## src/rtl/dps_sci_pkg.sv

```systemverilog
// Shared definitions for the SCI receive path: state encodings, data width and default oversampling.
// Build option: DPS_SCI_RX_PARITY_EN adds the PARITY state encoding.
package dps_sci_pkg;

    localparam int DATA_W         = 8;
    localparam int OVERSAMPLE_DEF = 16;

    typedef enum logic [2:0] {
        ST_IDLE    = 3'd0,
        ST_START   = 3'd1,
        ST_DATA    = 3'd2,
`ifdef DPS_SCI_RX_PARITY_EN
        ST_PARITY  = 3'd3,
`endif
        ST_STOP    = 3'd4,
        ST_RECOVER = 3'd5
    } rx_state_e;

endpackage

```

## src/rtl/dps_sci_rx_sync.sv

```systemverilog
// Multi-flop synchronizer for the asynchronous RXD line; resets to the idle (high) level.
module dps_sci_rx_sync #(
    parameter int SYNC_STAGES = 2
) (
    input  logic iCLOCK,
    input  logic inRESET,
    input  logic iASYNC,
    output logic oSYNC
);

    logic [SYNC_STAGES-1:0] sync_q;

    always_ff @(posedge iCLOCK) begin
        if (!inRESET) begin
            sync_q <= '1;
        end else begin
            sync_q <= {sync_q[SYNC_STAGES-2:0], iASYNC};
        end
    end

    assign oSYNC = sync_q[SYNC_STAGES-1];

endmodule

```

## src/rtl/dps_sci_rx_framer.sv

```systemverilog
// Oversampling UART receive framer with a one-deep held output byte and valid/busy handoff.
// Build option: DPS_SCI_RX_PARITY_EN adds an even-parity bit between data and stop.
//
// Handshake: oRX_VALID/oRX_DATA hold a byte; it is consumed on any cycle with oRX_VALID=1 and
// iRX_BUSY=0. A new good frame may load in that same cycle; otherwise it is dropped (oOVERRUN).
module dps_sci_rx_framer
    import dps_sci_pkg::*;
#(
    parameter int OVERSAMPLE  = OVERSAMPLE_DEF,
    parameter int SYNC_STAGES = 2
) (
    input  logic              iCLOCK,
    input  logic              inRESET,
    input  logic              iRX_EN,
    input  logic              iSAMPLE_TICK,
    input  logic              iUART_RXD,
    output logic              oRX_VALID,
    input  logic              iRX_BUSY,
    output logic [DATA_W-1:0] oRX_DATA,
    output logic              oFRAME_ERR,
    output logic              oOVERRUN,
    output logic              oPARITY_ERR,
    output logic [2:0]        oDBG_STATE
);

    localparam int TW = $clog2(OVERSAMPLE);
    localparam int BW = $clog2(DATA_W);
    localparam logic [TW-1:0] HALF_M1 = TW'(OVERSAMPLE / 2 - 1);
    localparam logic [TW-1:0] FULL_M1 = TW'(OVERSAMPLE - 1);
    localparam logic [BW-1:0] LAST_BIT = BW'(DATA_W - 1);

    logic              rxd_s;
    rx_state_e         state_q, state_d;
    logic [TW-1:0]     tick_q, tick_d;
    logic [BW-1:0]     bit_q, bit_d;
    logic [DATA_W-1:0] shift_q, shift_d;
    logic              good_frame;
    logic              frame_err_q, frame_err_d;
    logic              valid_q, valid_d;
    logic [DATA_W-1:0] data_q, data_d;
    logic              overrun_q, overrun_d;
    logic              accept;
    logic              sample_pt;
`ifdef DPS_SCI_RX_PARITY_EN
    logic              par_bad_q, par_bad_d;
    logic              parity_err_q, parity_err_d;
`endif

    dps_sci_rx_sync #(
        .SYNC_STAGES (SYNC_STAGES)
    ) u_sync (
        .iCLOCK  (iCLOCK),
        .inRESET (inRESET),
        .iASYNC  (iUART_RXD),
        .oSYNC   (rxd_s)
    );

    assign sample_pt = (tick_q == FULL_M1);

    always_comb begin
        state_d     = state_q;
        tick_d      = tick_q;
        bit_d       = bit_q;
        shift_d     = shift_q;
        good_frame  = 1'b0;
        frame_err_d = 1'b0;
`ifdef DPS_SCI_RX_PARITY_EN
        par_bad_d    = par_bad_q;
        parity_err_d = 1'b0;
`endif
        if (!iRX_EN) begin
            state_d = ST_IDLE;
            tick_d  = '0;
            bit_d   = '0;
        end else if (iSAMPLE_TICK) begin
            case (state_q)
                ST_IDLE: begin
                    if (!rxd_s) begin
                        state_d = ST_START;
                        tick_d  = '0;
                    end
                end
                ST_START: begin
                    if (tick_q == HALF_M1) begin
                        tick_d  = '0;
                        bit_d   = '0;
                        state_d = rxd_s ? ST_IDLE : ST_DATA;
`ifdef DPS_SCI_RX_PARITY_EN
                        par_bad_d = 1'b0;
`endif
                    end else begin
                        tick_d = tick_q + TW'(1);
                    end
                end
                ST_DATA: begin
                    if (sample_pt) begin
                        tick_d  = '0;
                        shift_d = {rxd_s, shift_q[DATA_W-1:1]};
                        if (bit_q == LAST_BIT) begin
`ifdef DPS_SCI_RX_PARITY_EN
                            state_d = ST_PARITY;
`else
                            state_d = ST_STOP;
`endif
                        end else begin
                            bit_d = bit_q + BW'(1);
                        end
                    end else begin
                        tick_d = tick_q + TW'(1);
                    end
                end
`ifdef DPS_SCI_RX_PARITY_EN
                ST_PARITY: begin
                    if (sample_pt) begin
                        tick_d       = '0;
                        par_bad_d    = ^{shift_q, rxd_s};
                        parity_err_d = ^{shift_q, rxd_s};
                        state_d      = ST_STOP;
                    end else begin
                        tick_d = tick_q + TW'(1);
                    end
                end
`endif
                ST_STOP: begin
                    if (sample_pt) begin
                        tick_d = '0;
                        if (rxd_s) begin
                            state_d = ST_IDLE;
`ifdef DPS_SCI_RX_PARITY_EN
                            good_frame = !par_bad_q;
`else
                            good_frame = 1'b1;
`endif
                        end else begin
                            state_d     = ST_RECOVER;
                            frame_err_d = 1'b1;
                        end
                    end else begin
                        tick_d = tick_q + TW'(1);
                    end
                end
                // A held-low line (break) parks here so it cannot be reframed repeatedly.
                ST_RECOVER: begin
                    if (rxd_s) begin
                        state_d = ST_IDLE;
                    end
                end
                default: begin
                    state_d = ST_IDLE;
                    tick_d  = '0;
                    bit_d   = '0;
                end
            endcase
        end
    end

    always_comb begin
        accept    = valid_q && !iRX_BUSY;
        valid_d   = valid_q && iRX_BUSY;
        data_d    = data_q;
        overrun_d = 1'b0;
        if (good_frame) begin
            if (!valid_q || accept) begin
                valid_d = 1'b1;
                data_d  = shift_q;
            end else begin
                overrun_d = 1'b1;
            end
        end
    end

    always_ff @(posedge iCLOCK) begin
        if (!inRESET) begin
            state_q     <= ST_IDLE;
            tick_q      <= '0;
            bit_q       <= '0;
            shift_q     <= '0;
            frame_err_q <= 1'b0;
            valid_q     <= 1'b0;
            data_q      <= '0;
            overrun_q   <= 1'b0;
        end else begin
            state_q     <= state_d;
            tick_q      <= tick_d;
            bit_q       <= bit_d;
            shift_q     <= shift_d;
            frame_err_q <= frame_err_d;
            valid_q     <= valid_d;
            data_q      <= data_d;
            overrun_q   <= overrun_d;
        end
    end

`ifdef DPS_SCI_RX_PARITY_EN
    always_ff @(posedge iCLOCK) begin
        if (!inRESET) begin
            par_bad_q    <= 1'b0;
            parity_err_q <= 1'b0;
        end else begin
            par_bad_q    <= par_bad_d;
            parity_err_q <= parity_err_d;
        end
    end
    assign oPARITY_ERR = parity_err_q;
`else
    assign oPARITY_ERR = 1'b0;
`endif

    assign oRX_VALID  = valid_q;
    assign oRX_DATA   = data_q;
    assign oFRAME_ERR = frame_err_q;
    assign oOVERRUN   = overrun_q;
    assign oDBG_STATE = state_q;

endmodule

```

## config.mk

```make
export PLATFORM = sky130hd
export DESIGN_NAME = dps_sci_rx_framer
export DESIGN_NICKNAME = d
export VERILOG_FILES = /design/src/rtl/dps_sci_pkg.sv /design/src/rtl/dps_sci_rx_sync.sv /design/src/rtl/dps_sci_rx_framer.sv
export SDC_FILE = /design/constraint.sdc
export NUM_CORES = 1
export LEC_CHECK = 0
export ABC_AREA = 1
export CELL_PAD_IN_SITES_DETAIL_PLACEMENT = 1
export CELL_PAD_IN_SITES_GLOBAL_PLACEMENT = 2
export CORE_MARGIN = 8
export CORE_UTILIZATION = 31
export DETAILED_ROUTE_END_ITERATION = 8
export PLACE_DENSITY_LB_ADDON = 0.1
export SLEW_MARGIN = 20
export SYNTH_ARGS = -nofsm -noshare
export SYNTH_HDL_FRONTEND = slang
export SYNTH_SLANG_ARGS = --single-unit
```

## constraint.sdc

```tcl
create_clock -name iCLOCK -period 1.55 [get_ports iCLOCK]
set_input_delay 0.31 -clock iCLOCK [delete_from_list [all_inputs] [get_ports iCLOCK]]
set_output_delay 0.31 -clock iCLOCK [all_outputs]
set_load 0.01 [all_outputs]
```

==> summary.txt, run 1 <==
Sequential share of the synthesized area - 0.424
Largest family of logic cells by synthesized area - simple AND/OR/NAND/NOR gates
Via/cell ratio - 4.76
R2r startpoint - bit_q[0]
Power density over cell area - 847 nW/µm²
Buffers and inverters on the worst path - 1
Worst hold path depth - 1
Worst-case clock buffer depth - 2
Number of diodes - 0
Worst Reg-to-Reg Cells - 9
Total congestion overflow - 0
Status - completed
Initial drt markers - 43
GP Congestion - 0.871
Max FO, Critical Path - 2
R2R Path End - oDBG_STATE[0]
Pre-CTS setup slack - -0.118 ns
CP Capture Type - output pin
CTS Hold Bufs - 0
Syn nets - 198
Detailed Routing Iterations Pass 1 - 4
Count of final setup violators - 0
Startpoint Class - flop
Skew final - 0.00621 ns
Most common library cell in the layout ignoring fill and taps - nand2_1
CP Data Arrival Time - 1.17 ns
Post-synthesis xor/xnor area fraction - 0.00598
P_leak - 0.747 nW
CTS tree - built
Vias in the first global route - 1325
Die area - 7180 µm²
Worst stage delay on the critical path - 0.55 ns
Worst setup margin - 0.0663 ns
Final Cell Area - 1880 µm²
DRT antenna net count - 0
Syn. warnings - 0
Number of synthesized register bits - 31
Layout Nets - 229
Synth Area in Adders - 0.0256
Min Tclk post-route - 1.48 ns
# rows - 25
Worst setup path category - reg -> out
Worst hold start - u_sync.sync_q[0]
Maximum vdd drop - 0.342 mV
Clock Latency Late Sink - 0.28 ns
# DRC - 0
Cts bufs inserted - 5
RSZ-0062 raised after global routing - no
Critical Path RT - 1.24 ns
Delay-heaviest family, CP - buffers and inverters
DP HPWL - 2930 µm
# IOs - 21
CP cell instances - clkdlybuf4s50_1
Antenna violations before repair - 0
Hold path endpoint - u_sync.sync_q[1]
Slowest cell on the critical path - clkdlybuf4s50_1
Internal reg-to-reg setup slack - 0.13 ns
Routed wire per std cell - 13.6 µm
FMAX - 674 MHz
GRT Total Usage - 0.111
Reg clk slew, reported paths - 0.07 ns
Period utilization - 0.957
Share of post-route cells with drive strength above 1 - 0.214
# port buffers - 19
Clock sinks - 31
Die height - 84.7 µm
Area Growth Syn to Fin - 28.2%
Synthesized area - 1460 µm²
Initial Util - 0.316
Post-DP Area - 1770 µm²
Avg Synthesized Cell Area - 7.75 µm²
H-tree level count - 2
Final hold violations - 0
First-pass GRT wire length - 6330 µm
Simple-Gate Fraction of Synth Area - 0.317
Via count - 1304
Largest net degree at the start of global routing - 17
Fill cells - 589
Count of different cell masters after synthesis - 29
Clock root cell - clkbuf_8
Compound-Gate Fraction of Synth Area - 0.141
Die Wd - 84.7 µm
Maxcap violations - 0
Standard cell core area - 4630 µm²
Final Total Pwr - 0.00159 W
Most frequent cells in the layout - 27 x nand2_1, 25 x dfxtp_1, 23 x nor2_1
Post-synthesis mux area share - 0
Total Wirelength - 3740 µm
TNS Setup - 0 ns
Cells after synthesis - 189
Final Util - 0.405
Hold Path Class - reg -> reg
Slew Limit Fails - 0
## sequential cells by signal, summed over array words and instances, names as in the netlist
register,cells
oOVERRUN,1
oFRAME_ERR,1
oRX_VALID,1
oDBG_STATE,3
u_sync.sync_q,2
shift_q,8
tick_q,4
oRX_DATA,8
bit_q,3
## worst max-delay path by stage
stage / from / to / slack [ns] / cells past startpoint
after floorplan: tick_q[0] / oRX_DATA[6] / 0.22 / 7
after global placement: iSAMPLE_TICK / shift_q[4] / -0.06 / 7
after detailed placement: iSAMPLE_TICK / oRX_DATA[4] / -0.12 / 6
after CTS: oRX_DATA[4] / oRX_DATA[4] / 0.04 / 1
after global routing: bit_q[0] / oDBG_STATE[1] / 0.02 / 7
final: oRX_DATA[4] / oRX_DATA[4] / 0.07 / 1
## power by group
group          internal, W  total (W)  switching [W]
Combinational    0.0000498   0.000126      0.0000760
Sequential        0.000799   0.000806     0.00000684
Clock             0.000348   0.000659       0.000311
## Yosys cell counts
library cell  number  area share
nand2_4            1      0.0077
a21oi_2            1      0.0060
nand3_2            1      0.0068
inv_1             20       0.051
buf_4              1      0.0051
nor2_1            23       0.059
nand3_4            2       0.024
nor2_4             5       0.038
nor3_1             1      0.0034
xor2_1             1      0.0060
inv_2              2      0.0051
nand4_1            3       0.013
nand3_1           11       0.038
dfxtp_1           31        0.42
or2_2              2      0.0085
o21ai_0           15       0.051
clkbuf_1           1      0.0026
nand2_2            4       0.017
o21ai_1            2      0.0068
conb_1             1      0.0026
nand3b_1           3       0.015
a21oi_1           19       0.065
nor2_2             3       0.013
buf_6              2       0.015
o21ai_2            2       0.012
nor4_1             1      0.0043
nand2_1           27       0.069
inv_4              1      0.0043
ha_1               3       0.026
## final cells by class
class                   instances  area (µm²)  share of cell area
multi-input cells             131         733               0.391
flip-flops and latches         31         633               0.337
repair buffers                 28         267               0.142
inverters                      23        88.8              0.0473
clock buffers                   6        82.6              0.0440
well taps                      54        67.6              0.0360
clock inverters                 1        5.00             0.00267
## cell families (layout without fill, tap and decap cells)
| group | after synthesis | count (layout) |
|---|---|---|
| adders and majority gates | 3 | 3 |
| xor gates and xnor gates | 1 | 1 |
| AOI/OAI and AO/OA | 39 | 39 |
| and+or+nand+nor | 87 | 87 |
| buffers and inverters | 27 | 58 |
| other | 1 | 1 |
| DFF | 31 | 31 |
## routing by layer
layer	global-route usage	up-vias	part of all wire
li1	-	671	-
met5	0	-	0
met4	0.0437	0	0.0083
met1	0.131	608	0.48
met2	0.181	21	0.48
met3	0.0371	4	0.037
## stage by stage
stage	hold slack (ns)	instances
after floorplan	0.393	189
after global placement	0.411	267
after detailed placement	0.404	267
after CTS	0.428	274
after global routing	0.459	274
final	0.426	274
## timing repair
action                                  4_1_cts  5_1_grt
cloned                                        0        0
gates resized for setup                       8        6
endpoints found under the setup margin        3       17
pin swaps                                     0        2
setup buffers                                 0        0
(Power assumes the default switching activity.)
==> run 2, diff against run 1 <==
- CORE_ASPECT_RATIO: default -> 1.4
- CORE_UTILIZATION: 31 -> 30
- SYNTH_HIERARCHICAL: default -> 1
==> run 2 against run 1 <==
Effect of this change: maximum frequency grew 0.76%; clock-buffer cell count unchanged; worst hold slack got worse by 0.017 ns; critical endpoint is now oRX_VALID; cell count is 9.1% higher; first-iteration DRC count is 23% lower; clock power decreased by 3.6%; setup slack better by 0.011 ns; largest power group unchanged; non-clock buffer count up 5.
==> summary.txt, run 2 <==
Psw - 0.000368 W (-6.6%)
Layout Nets - 244 (+6.6%)
# DRC - 0 (unchanged)
CP cell instances - clkdlybuf4s50_1
Fill cells - 613 (+4.1%)
Initial Util - 0.306 (-0.0107)
Die Wd - 74.7 µm (-12%)
Via count - 1374 (+5.4%)
Total congestion overflow - 0 (unchanged)
Die height - 98.1 µm (+16%)
Die area - 7330 µm² (+2.1%)
Top cells by area, synth - dfxtp_1 43%, nand2_1 9.1%, nor2_1 6.8%
Final Total Pwr - 0.00157 W (-1.6%)
Routed wire per std cell - 12.5 µm (-8.4%)
Clock root cell - clkbuf_8
Slowest cell on the critical path - clkdlybuf4s50_1
Slew Limit Fails - 0 (unchanged)
Period utilization - 0.950 (-0.00722)
Cells after synthesis - 198 (+4.8%)
Largest net degree at the start of global routing - 20 (+3)
# port buffers - 19 (unchanged)
Most frequent cells in the layout - 35 x nand2_1, 28 x dfxtp_1, 26 x nor2_1
Total Wirelength - 3730 µm (about the same)
Switching share of power - 0.235 (-0.0126)
Max FO, Critical Path - 2 (unchanged)
Delay-heaviest family, CP - buffers and inverters
Worst setup path category - reg -> out
Standard cell core area - 4730 µm² (+2.2%)
Number of diodes - 0 (unchanged)
Syn nets - 207 (+4.5%)
DP HPWL - 3020 µm (+3.0%)
Post-synth EDFFs - 0 (unchanged)
Number of synthesized register bits - 31 (unchanged)
H-tree level count - 2 (unchanged)
Sequential share of the synthesized area - 0.429 (+0.00551)
Final Cell Area - 1920 µm² (+2.5%)
Post-CTS Setup Inserts - 0 (unchanged)
RSZ-0062 raised after global routing - no
Synth top area share - 0.429 (+0.00551)
Worst stage delay on the critical path - 0.55 ns (about the same)
Pre-CTS setup slack - -0.179 ns (-0.0609 ns)
Syn. warnings - 6 (+6)
Synthesized area - 1450 µm² (-1.3%)
FMAX - 679 MHz (+0.76%)
Gate power share - 0.078 (about the same)
Hold Path Class - reg -> reg
GRT Total Usage - 0.111 (-0.000587)
Count of different cell masters after synthesis - 26 (-10%)
Antenna violations before repair - 0 (unchanged)
Startpoint Class - flop
Detailed Routing Iterations Pass 1 - 3 (-1)
Int Power - 0.00120 W (about the same)
Most common cell in the netlist - nand2_1
Count of final setup violators - 0 (unchanged)
Avg Synthesized Cell Area - 7.30 µm² (-5.8%)
# IOs - 21 (unchanged)
Flop pwr share - 0.516 (+0.009)
Worst-case clock buffer depth - 2 (unchanged)
Skew final - 0.00743 ns (+0.00122 ns)
Post-DP Area - 1790 µm² (+1.1%)
Power density over cell area - 814 nW/µm² (-3.9%)
Maximum vdd drop - 0.557 mV (+63%)
GP Congestion - 0.808 (-7.3%)
CP Data Arrival Time - 1.16 ns (about the same)
Primary FF master, synth - dfxtp_1
Area Growth Syn to Fin - 33.1%
Clock power frac - 0.406 (-0.008)
P_leak - 0.839 nW (+12%)
Maxcap violations - 0 (unchanged)
Most common library cell in the layout ignoring fill and taps - nand2_1
Status - completed
Clock Latency Late Sink - 0.28 ns (about the same)
CTS tree - built
Critical Path RT - 1.24 ns (about the same)
First-pass GRT wire length - 6250 µm (-1.3%)
Share of post-route cells with drive strength above 1 - 0.217 (+0.00338)
Reg clk slew, reported paths - 0.06 ns (about the same)
Largest area contributor in the netlist - dfxtp_1
Asr flop ratio synth - 0 (unchanged)
CP Capture Type - output pin
Initial drt markers - 33 (-23%)
Via/cell ratio - 4.60 (-3.4%)
Cts bufs inserted - 5 (unchanged)
Most frequent cells after synthesis - 35 x nand2_1, 31 x dfxtp_1, 26 x nor2_1
TNS Setup - 0 ns (unchanged)
Buffers and inverters on the worst path - 1 (unchanged)
Worst setup margin - 0.0775 ns (+0.0112 ns)
Final hold violations - 0 (unchanged)
Final Util - 0.407 (+0.00121)
Clock sinks - 31 (unchanged)
Vias in the first global route - 1428 (+7.8%)
# rows - 30 (+20%)
Min Tclk post-route - 1.47 ns (-0.0112 ns)
DRT antenna net count - 0 (unchanged)
run 2: metal layers:
| layer | share of wire | routed length, µm | track usage |
|---|---|---|---|
| met5 | 0 | 0 | 0 |
| met2 | 0.58 | 2150 | 0.214 |
| met1 | 0.36 | 1360 | 0.0950 |
| met3 | 0.036 | 133 | 0.0328 |
| met4 | 0.023 | 87 | 0.0545 |
run 2: timing repair:
item                       CTS  global route
cloned                       0             1
pin swaps                    0             1
resized for setup            8             6
setup endpoints to repair    4            20
hold buffers                 0             0
run 2: final cells by class:
cell class | count | area (µm²) | area share
multi-input cells | 134 | 712 | 0.370
flip-flops and latches | 31 | 629 | 0.327
repair buffers | 33 | 295 | 0.154
inverters | 29 | 111 | 0.0579
clock buffers | 6 | 82.6 | 0.0429
well taps | 64 | 80.1 | 0.0416
repair inverters | 1 | 7.51 | 0.00390
clock inverters | 1 | 5.00 | 0.00260
run 2: power groups by stage:
stage / registers, W / logic [W] / clock network (W)
2_1_floorplan: 0.000826 / 0.0000738 / 0
3_3_place_gp: 0.000827 / 0.000122 / 0
3_5_place_dp: 0.000828 / 0.000125 / 0
4_1_cts: 0.000808 / 0.000125 / 0.000666
5_1_grt: 0.000808 / 0.000139 / 0.000694
6_report: 0.000808 / 0.000122 / 0.000635
run 2: stage by stage:
step	instances	hold slack, ns
after floorplan	198	0.379
after global placement	291	0.392
after detailed placement	291	0.398
after CTS	298	0.414
after global routing	299	0.443
final	299	0.409
run 2: logic make-up (layout without fill, tap and decap cells):
kind of cell | Yosys count | in the layout | share of synthesized area
buffers and inverters | 33 | 70 | 0.100
and+or+nand+nor | 93 | 93 | 0.307
AOI/OAI and AO/OA | 37 | 37 | 0.135
DFF | 31 | 31 | 0.429
adders and majority gates | 3 | 3 | 0.0260
other | 1 | 1 | 0.00259
run 2: worst paths after layout:
check                   start          endpoint  slack [ns]  cells after the start
min          u_sync/sync_q[0]  u_sync/sync_q[1]        0.41                      2
max reg2reg         tick_q[1]     oDBG_STATE[2]        0.15                     10
min reg2reg  u_sync/sync_q[0]  u_sync/sync_q[1]        0.41                      2
max                 oRX_VALID         oRX_VALID        0.08                      1
==> run 3, diff against run 2 <==
--- a/config.mk
+++ b/config.mk
@@ -13,2 +13,3 @@
 export CORE_UTILIZATION = 30
+export CTS_CLUSTER_DIAMETER = 80
 export DETAILED_ROUTE_END_ITERATION = 8
--- a/constraint.sdc
+++ b/constraint.sdc
@@ -3,2 +3,2 @@
 set_output_delay 0.31 -clock iCLOCK [all_outputs]
-set_load 0.01 [all_outputs]
+set_load 0.1 [all_outputs]
==> run 3 against run 2 <==
Effect of this change: total power increased by 7.1%; first-iteration DRC count increased by 97%; sequential cell count stayed put; non-clock buffer count fell by 2; clock skew grew 0.00055 ns; largest cell class unchanged; sequential share of layout area shrank 2.0 points; via count about the same; cell count fell by 0.67%; setup slack better by 0.078 ns; routed wire length grew 7.4%.
==> summary.txt, run 3 (synthesis gave the netlist of run 2 again) <==
Cts bufs inserted - 5 (unchanged)
DP Cell Count - 288 (-1.0%)
Worst hold path depth - 2 (unchanged)
Routed wire per std cell - 13.5 µm (+8.1%)
Layout Nets - 241 (-1.2%)
Worst stage delay on the critical path - 0.35 ns (-0.20 ns)
Critical Path RT - 1.76 ns (+0.52 ns)
# IOs - 21 (unchanged)
Via/cell ratio - 4.63 (+0.75%)
Count of final setup violators - 0 (unchanged)
Startpoint Class - flop
Reg clk slew, reported paths - 0.07 ns (about the same)
Number of diodes - 0 (unchanged)
Clock sinks - 31 (unchanged)
Final Util - 0.434 (+0.0272)
Clock Latency Late Sink - 0.28 ns (about the same)
Met1 Track Usage GR - 0.114 (+0.0192)
Via count - 1375 (+0.073%)
RSZ-0062 raised after global routing - no
Multi-input logic area - 709 µm² (-0.35%)
Die area - 7330 µm² (unchanged)
Worst setup margin - 0.156 ns (+0.0781 ns)
Total congestion overflow - 0 (unchanged)
Register area - 631 µm² (+0.20%)
GP Congestion - 0.793 (-1.8%)
Pre-CTS setup slack - -0.189 ns (-0.0107 ns)
R2R Path End - shift_q[7]
Clock power frac - 0.427 (+0.021)
Max FO, Critical Path - 9 (+7)
CP cell instances - ha_4, nand3_4, nor2_4, nand2_2, inv_4, o21ai_0, a21oi_1
GRT Total Usage - 0.120 (+0.00914)
Gate power share - 0.090 (+0.012)
Flop pwr share - 0.483 (-0.033)
Fill cells - 623 (+1.6%)
Initial Util - 0.306 (unchanged)
Antenna violations before repair - 0 (unchanged)
Worst Reg-to-Reg Cells - 7 (-3)
DRT antenna net count - 0 (unchanged)
P_leak - 0.857 nW (+2.2%)
Skew final - 0.00798 ns (+0.000547 ns)
First-pass GRT wire length - 6840 µm (+9.4%)
Status - completed
Detailed Routing Iterations Pass 1 - 4 (+1)
Die height - 98.1 µm (unchanged)
Internal reg-to-reg setup slack - 0.16 ns (about the same)
# rows - 30 (unchanged)
Power density over cell area - 817 nW/µm² (+0.37%)
Final Total Pwr - 0.00168 W (+7.1%)
Slowest cell on the critical path - dfxtp_2
Non-Filler Instances - 297 (-0.67%)
DP HPWL - 3150 µm (+4.3%)
Die Wd - 74.7 µm (unchanged)
Psw - 0.000417 W (+13%)
CTS Hold Bufs - 0 (unchanged)
Hold path endpoint - u_sync/sync_q[1]
Period utilization - 0.900 (-0.0504)
GR Layer Usage met2 - 0.226 (+0.0121)
CTS tree - built
GR peak layer - met2
Worst hold start - u_sync/sync_q[0]
Share of post-route cells with drive strength above 1 - 0.283 (+0.0662)
# DRC - 0 (unchanged)
Switching share of power - 0.249 (+0.0136)
CP Data Arrival Time - 1.61 ns (+0.45 ns)
R2r startpoint - tick_q[0]
Largest net degree at the start of global routing - 20 (unchanged)
Maximum vdd drop - 0.667 mV (+20%)
Worst-case clock buffer depth - 2 (unchanged)
Final hold violations - 0 (unchanged)
CP Capture Type - flop
H-tree level count - 2 (unchanged)
Met3 GRT Util - 0.0369 (+0.00410)
Min Tclk post-route - 1.39 ns (-0.0781 ns)
Hold Path Class - reg -> reg
Area Growth Syn to Fin - 42.0%
# port buffers - 19 (unchanged)
Vias in the first global route - 1492 (+4.5%)
Clock root cell - clkbuf_8
Maxcap violations - 0 (unchanged)
Most frequent cells in the layout - 35 x nand2_1, 25 x inv_1, 25 x nor2_1, 25 x dfxtp_1, 17 x a21oi_1
Most common library cell in the layout ignoring fill and taps - nand2_1
Worst setup path category - reg -> reg
Int Power - 0.00126 W (+5.2%)
Initial drt markers - 65 (+97%)
FMAX - 717 MHz (+5.6%)
Standard cell core area - 4730 µm² (unchanged)
Slew Limit Fails - 0 (unchanged)
Total Wirelength - 4010 µm (+7.4%)
-- run 3: worst max path at each step --
stage                     depth (start not counted)  slack [ns]           from       endpoint
final                                             7        0.16      tick_q[0]     shift_q[7]
after global routing                              8        0.04       bit_q[0]       bit_q[2]
after CTS                                         6        0.06      tick_q[1]    oRX_DATA[4]
after detailed placement                          6       -0.19   iSAMPLE_TICK    oRX_DATA[4]
after global placement                            6       -0.15   iSAMPLE_TICK    oRX_DATA[5]
after floorplan                                   7       -0.01  oDBG_STATE[0]  oDBG_STATE[2]
-- run 3: through the flow --
stage,instance area [µm²],TNS [ns],hold slack [ns]
after floorplan,1450,-0.00967,0.379
after global placement,1910,-1.25,0.389
after detailed placement,1910,-1.71,0.402
after CTS,2020,0,0.420
after global routing,2050,0,0.435
final,2050,0,0.410
-- run 3: layout make-up --
cell class                      count  share of cell area
Multi-Input combinational cell    134               0.346
Sequential cell                    31               0.307
Timing Repair Buffer               31               0.205
Inverter                           29              0.0543
Clock buffer                        8              0.0488
Tap cell                           64              0.0390
-- run 3: routing by layer --
layer  wire length, µm  share of wire  vias to the layer above
met1              1530           0.38                      663
met2              2250           0.56                       19
met4                61          0.015                        0
met5                 0              0                        -
met3               167          0.042                        6
li1                  -              -                      687
-- run 3: timing repair --
action	in CTS	in global routing
setup buffers	0	1
pin swaps	0	1
setup endpoints to repair	8	20
cloned	0	0
resized for setup	1	7
-- run 3: power by group through the flow --
stage	Sequential (W)	Clock (W)	Combinational, W
finish	0.000810	0.000715	0.000151
global placement	0.000828	0	0.000148
CTS	0.000810	0.000736	0.000152
global route	0.000811	0.000768	0.000167
detailed placement	0.000829	0	0.000151
floorplan	0.000841	0	0.0000833
-- run 3: critical path: cells and delay by family (launching register included) --
family | cells | cell delay, ns
adder cells (fa/ha/maj) | 1 | 0.16
AO/OA/AOI/OAI | 2 | 0.21
flip-flops | 1 | 0.35
AND/OR/NAND/NOR | 3 | 0.47
buffers and inverters | 1 | 0.14
